==> config.mk <==
export PLATFORM = sky130hd
export DESIGN_NAME = binary_to_octal_pulser
export DESIGN_NICKNAME = d
export VERILOG_FILES = /design/src/rtl/binary_to_octal_pulser.sv
export SDC_FILE = /design/constraint.sdc
export NUM_CORES = 1
export LEC_CHECK = 0
export CORE_AREA = 2 2 60 68
export CTS_CLUSTER_DIAMETER = 80
export CTS_CLUSTER_SIZE = 20
export DETAILED_ROUTE_END_ITERATION = 8
export DIE_AREA = 0 0 62 70
export GPL_TIMING_DRIVEN = 0
export PLACE_DENSITY = 0.65
export RECOVER_POWER = 50
export SYNTH_ARGS = -nofsm -noshare
export SYNTH_HDL_FRONTEND = slang
export SYNTH_SLANG_ARGS = --single-unit
==> constraint.sdc <==
create_clock -name clk -period 2.2 [get_ports clk]
set_clock_uncertainty 0.05 [all_clocks]
set_input_delay 0.66 -clock clk [delete_from_list [all_inputs] [get_ports clk]]
set_output_delay 0.66 -clock clk [all_outputs]
set_load 0.1 [all_outputs]
==> src/rtl/binary_to_octal_pulser.sv <==
// binary_to_octal_pulser: takes 3-bit codes over valid/ready into a one-entry
// buffer and replays each as a one-hot pulse on O, HOLD_CYCLES wide, followed
// by GAP_CYCLES of zeros plus one idle cycle so consecutive pulses never merge.
module binary_to_octal_pulser #(
  parameter int HOLD_CYCLES = 2,
  parameter int GAP_CYCLES  = 1
) (
  input  logic       clk,
  input  logic       rst_n,
  input  logic [2:0] B,
  input  logic       in_valid,
  output logic       in_ready,
  input  logic       flush,
  output logic [7:0] O,
  output logic       out_valid,
  output logic       busy,
  output logic [7:0] pulse_cnt
);

  typedef enum logic [1:0] {IDLE, DRIVE, GAP} state_t;

  typedef struct packed {
    logic       full;
    logic [2:0] code;
  } buf_t;

  // Reload values for the shared down-counter; a zero gap skips GAP entirely.
  localparam logic [7:0] HOLD_M1 = 8'(HOLD_CYCLES - 1);
  localparam logic [7:0] GAP_M1  = (GAP_CYCLES > 0) ? 8'(GAP_CYCLES - 1) : 8'd0;
  localparam bit         HAS_GAP = (GAP_CYCLES > 0);

  state_t     state, state_n;
  buf_t       buf_q, buf_n;
  logic [7:0] cnt, cnt_n;
  logic [7:0] o_q, o_n;
  logic       ov_q, ov_n;
  logic [7:0] pcnt_q, pcnt_n;
  logic       accept;

  // Ready depends only on registered state, never on in_valid.
  assign in_ready  = !buf_q.full;
  assign accept    = in_valid && in_ready;
  assign O         = o_q;
  assign out_valid = ov_q;
  assign pulse_cnt = pcnt_q;
  assign busy      = (state != IDLE) || buf_q.full;

  // Next-state, pulse output and buffer update; flush overrides everything.
  always_comb begin
    state_n = state;
    buf_n   = buf_q;
    cnt_n   = cnt;
    o_n     = o_q;
    ov_n    = ov_q;
    pcnt_n  = pcnt_q;
    unique case (state)
      IDLE: begin
        if (buf_q.full) begin
          o_n        = 8'b1 << buf_q.code;
          ov_n       = 1'b1;
          cnt_n      = HOLD_M1;
          buf_n.full = 1'b0;
          state_n    = DRIVE;
        end
      end
      DRIVE: begin
        if (cnt != 8'd0) begin
          cnt_n = cnt - 8'd1;
        end else begin
          o_n    = 8'h00;
          ov_n   = 1'b0;
          pcnt_n = pcnt_q + 8'd1;
          if (HAS_GAP) begin
            state_n = GAP;
            cnt_n   = GAP_M1;
          end else begin
            state_n = IDLE;
            cnt_n   = 8'd0;
          end
        end
      end
      GAP: begin
        if (cnt != 8'd0) cnt_n = cnt - 8'd1;
        else             state_n = IDLE;
      end
      default: begin
        state_n = IDLE;
        o_n     = 8'h00;
        ov_n    = 1'b0;
        cnt_n   = 8'd0;
      end
    endcase
    // A pop in IDLE and an accept are mutually exclusive: ready is low
    // whenever the buffer holds a code.
    if (accept) begin
      buf_n.full = 1'b1;
      buf_n.code = B;
    end
    if (flush) begin
      state_n    = IDLE;
      o_n        = 8'h00;
      ov_n       = 1'b0;
      cnt_n      = 8'd0;
      buf_n.full = 1'b0;
      pcnt_n     = pcnt_q;
    end
  end

  // State register; async reset clears O immediately, mid-pulse included.
  always_ff @(posedge clk or negedge rst_n) begin
    if (!rst_n) begin
      state  <= IDLE;
      buf_q  <= '0;
      cnt    <= 8'd0;
      o_q    <= 8'h00;
      ov_q   <= 1'b0;
      pcnt_q <= 8'd0;
    end else begin
      state  <= state_n;
      buf_q  <= buf_n;
      cnt    <= cnt_n;
      o_q    <= o_n;
      ov_q   <= ov_n;
      pcnt_q <= pcnt_n;
    end
  end

endmodule
# Word-level counts from Yosys, hierarchy flattened
# Index checks and enable logic that the tools add are counted.
# W data, S select, Z words.
# word_totals
regBits,31
elab_cells,51
out_inout_bits,19
# op_classes
reduce_logical,11
n_addsub,2
shift,1
mux,21
bitwise,2
n_eq_ne,7
# op_table
cell,n
$mux W8,7
$pmux W8 S3,2
$ne A3 B3 Y1 const B,4
$reduce_and A3 Y1,3
$add A8 B1 Y8 const B,1
$mux W2,4
$reduce_bool A8 Y1,1
$shl A1 B3 Y8 const A,1
$sub A8 B1 Y8 const B,1
$pmux W2 S3,1
$mux W1,5
$mux W4,1
$pmux W1 S3,1
$reduce_bool A3 Y1,1
$eq A2 B1 Y1 const B,1
$eq A2 B2 Y1 const B,1
$logic_not A2 Y1,1
$ne A2 B2 Y1 const B,1
$not A1 Y1,2
$reduce_and A2 Y1,1
$reduce_bool A2 Y1,1
$logic_and A1 B1 Y1,1
$logic_not A1 Y1,1
$logic_or A1 B1 Y1,1

# Longest topological paths before layout
# depth
ltp_word,4
mapped_depth,7

# Worst setup path after synthesis
# OpenSTA, ideal clock, no wires.
# synth_path
path_type,input -> register
start,input port flush
end,register pcnt_q[5] (netlist: pulse_cnt[5])
setup_ps,159
path_slack_ps,98
n_path_buf,1
arrival_time_ps,1893
path_stages,5
path_cell_list,clkbuf_1 > or3b_2 > nor3_4 > nand4_1 > xnor2_1
# synth_via
elab_chain_cells,2
# synth_rtl
element,line,source
from (decl),13,"input logic flush,"
$not A1 Y1 (no line),-,
$reduce_and A3 Y1 (no line),-,
to (signal assigned),124,pcnt_q <= pcnt_n;
to (decl),37,"logic [7:0] pcnt_q, pcnt_n;"
# Every way passes these cells.
# A chain may end at the register's enable or synchronous reset.

# Final worst setup path
# layout_path
start,register state[1]
end,output port busy
# layout_via
elab_chain_cells,2
# layout_rtl
element,line,source
from (decl),32,"state_t state, state_n;"
from (signal assigned),119,state <= state_n;
$reduce_bool A2 Y1,46,assign busy = (state != IDLE) || buf_q.full;
$logic_or A1 B1 Y1,46,
to (decl),16,"output logic busy,"
# Every way passes these cells.

==> impl_metrics.json <==
{
  "fin_nets": 180,
  "cts_sinks": 31,
  "routed_via_density": 5.396,
  "cts_buffers": 5,
  "cp_cell_sequence": "buf_2, or3_4, buf_8",
  "post-place-ws_ns": -0.5364,
  "gp_congestion": 0.8215,
  "path_clk_slew_ns": 0.07,
  "max_freq_ghz": 0.4588,
  "port_buffers": 25,
  "stdcell_count": 222,
  "layout_min_cycle_time_ns": 2.179,
  "synth.lib_cells_used.distinct": 41,
  "ys.flop_type": "dfrtp_1",
  "cp_num_buf_inv": 2,
  "dr_total_vias": 1198,
  "critical_path_arrival_ns": 1.47,
  "gr-total-overflow": 0,
  "grt-busiest-layer": "met2",
  "startpoint_type": "flop",
  "avgRoutedWirePerCell_um": 14.14,
  "vdd_drop_max_mv": 0.8644,
  "synth_nets": 147,
  "drv_cap": 1,
  "initial_core_util": 0.4060,
  "worstHoldStart": "pulse_cnt[7]$_DFFE_PN0P_",
  "status": "finished with violations",
  "mostFrequentLayoutCells": "dfrtp_1, nand2_1, a21oi_1",
  "power.density_nw_per_um2": 1343,
  "root_buffer": "clkbuf_8",
  "setup_ws_ns": 0.02061,
  "rows": 24,
  "hold_depth": 1,
  "insertion_delay_ns": 0.28,
  "cp_max_fo": 10,
  "worstSetupEndpointType": "output port",
  "seq_area_frac_synth": 0.5090,
  "final_max_slew_viol_count": 32,
  "hold_end": "pulse_cnt[7]$_DFFE_PN0P_",
  "grtUsageMet1": 0.2169,
  "regToRegStartpoint": "cnt[0]$_DFFE_PN0P_",
  "ys_async_sr_fraction": 1.000,
  "fin_crit_sh": 0.9906,
  "cts_hold_buf": 0,
  "ff2ff_path_depth": 5,
  "diodes": 0,
  "final_hold_viol_count": 0,
  "die_h_um": 70,
  "dp_cells": 214,
  "hp-class": "reg -> reg",
  "antenna_found_initial": 0,
  "gr-usage-met3": 0.04815,
  "violations": "max-capacitance violations, max-slew violations",
  "crit_slowest_cell": "or3_4",
  "reg2reg_slack_ns": 0.12,
  "grt_pass1_vias": 1213,
  "use_met2": 0.2523,
  "grt_start_max_net_pins": 32,
  "grt_pass1_wl_um": 5402,
  "cts_tree": "done",
  "synth_top_cells_by_area": "dfrtp_1, xnor2_1, a21oi_1",
  "hold_ws_ns": 0.4232,
  "tightest_slew_ns": 1.686,
  "slew-limit-headroom": -0.1241,
  "synth_top_area_frac": 0.5090,
  "dp_hpwl_um": 2228,
  "chipWidth_um": 62,
  "syn_area_um2": 1524,
  "synth_edf_count": 0,
  "ys_seq_elements": 31,
  "yosysTopAreaCell": "dfrtp_1",
  "htreeDepth": 2,
  "syn_inst": 137,
  "slowest_delay_ns": 0.42,
  "core_um2": 3754,
  "grt_usage": 0.1654,
  "crit_family": "simple AND/OR/NAND/NOR gates",
  "drt_iter0_markers": 34,
  "drcViolationCount": 0,
  "path_class": "reg -> out",
  "layout_commonest_cell": "dfrtp_1",
  "worstPathRequired_ns": 1.49,
  "syn_avg_cell_area_um2": 11.12,
  "die_area_um2": 4340,
  "setup_violations": 0,
  "first_pass_iters": 6,
  "ys_warn_count": 0,
  "wl_um": 3140,
  "drive_gt1_frac": 0.2412,
  "antenna_left": 0,
  "clk_path_buf_depth": 2,
  "timing.rr.end": "pulse_cnt[1]$_DFFE_PN0P_",
  "area.growth.synth_to_final_pct": 26.11,
  "io_pins": 26,
  "p_leak_nw": 0.8654
}
==> what timing repair did <==
action,4_1_cts,5_1_grt
gates resized for setup,53,17
pin swaps,1,0
buffers inserted,1,0
setup endpoints to repair,26,13
endpoints found under the hold margin,0,0
==> sequential cells by signal, summed over array words and instances (netlist names) <==
signal / cells
state: 2
O: 8
buf_q: 4
out_valid: 1
pulse_cnt: 8
cnt: 8
==> layer usage <==
layer	wire length [um]	vias to the layer above
met2	1512	19
met5	0	-
li1	-	577
met4	68	0
met1	1466	596
met3	93	6
==> cell usage after synthesis (all sizes together) (3+ instances only) <==
library cell  count
a21oi             8
a32o              3
buf               3
clkbuf            3
dfrtp            31
ha                3
inv               4
mux2              4
nand2             8
nor2              5
nor2b             5
nor3              3
nor4              4
o21ai             4
o31ai             5
or3               6
or3b              3
or4               6
xnor2             5
xor2              3
==> per-stage QoR <==
stage          total power (W)  utilization  setup TNS [ns]  cell area [um2]
4_1_cts               0.002583       0.5203       -0.005906             1953
3_3_place_gp          0.002091       0.4900          -11.75             1839
2_1_floorplan         0.001838            -               0             1524
6_report              0.002581       0.5120               0             1922
5_1_grt               0.002748       0.5120       -0.007296             1922
3_5_place_dp          0.002129       0.4900          -13.24             1839
==> worst max-delay path by stage <==
stage	slack, ns	end	cells after the start	startpoint
final	0.02	busy	3	state[1]$_DFFE_PN0P_
after global placement	-0.52	pulse_cnt[1]$_DFFE_PN0P_	5	flush
after global routing	-0.007	busy	3	state[1]$_DFFE_PN0P_
after detailed placement	-0.54	pulse_cnt[1]$_DFFE_PN0P_	5	flush
after CTS	-0.006	busy	3	state[1]$_DFFE_PN0P_
after floorplan	0.1	pulse_cnt[5]$_DFFE_PN0P_	5	flush
==> cell type report <==
cell class	instances	area, um2
well taps	52	65.06
clock buffers	6	82.58
multi-input cells	96	708.2
flip-flops and latches	31	775.7
fillers	361	1832
clock inverters	1	5.005
plain buffers	6	46.29
inverters	4	15.01
repair buffers	26	224.0
==> cell families after synthesis <==
kind of cell,synth area share
and+or+nand+nor,0.2192
AOI/OAI and AO/OA,0.1404
buffers and inverters,0.03120
muxes,0.02955
adders and majority gates,0.02463
DFF,0.5090
xor gates and xnor gates,0.04598
==> worst reg2reg max path, cell delays in order (launching register included) <==
cell	delay, ns
dfrtp_1	0.41
inv_1	0.11
ha_1	0.17
or3b_2	0.53
nor3_4	0.33
mux2_1	0.36
==> power by group <==
group | internal, W | switching (W)
Clock | 0.000245 | 0.000203
Sequential | 0.000693 | 0.000135
Combinational | 0.000472 | 0.000833
Note: power is estimated with default switching activity, not from simulation.
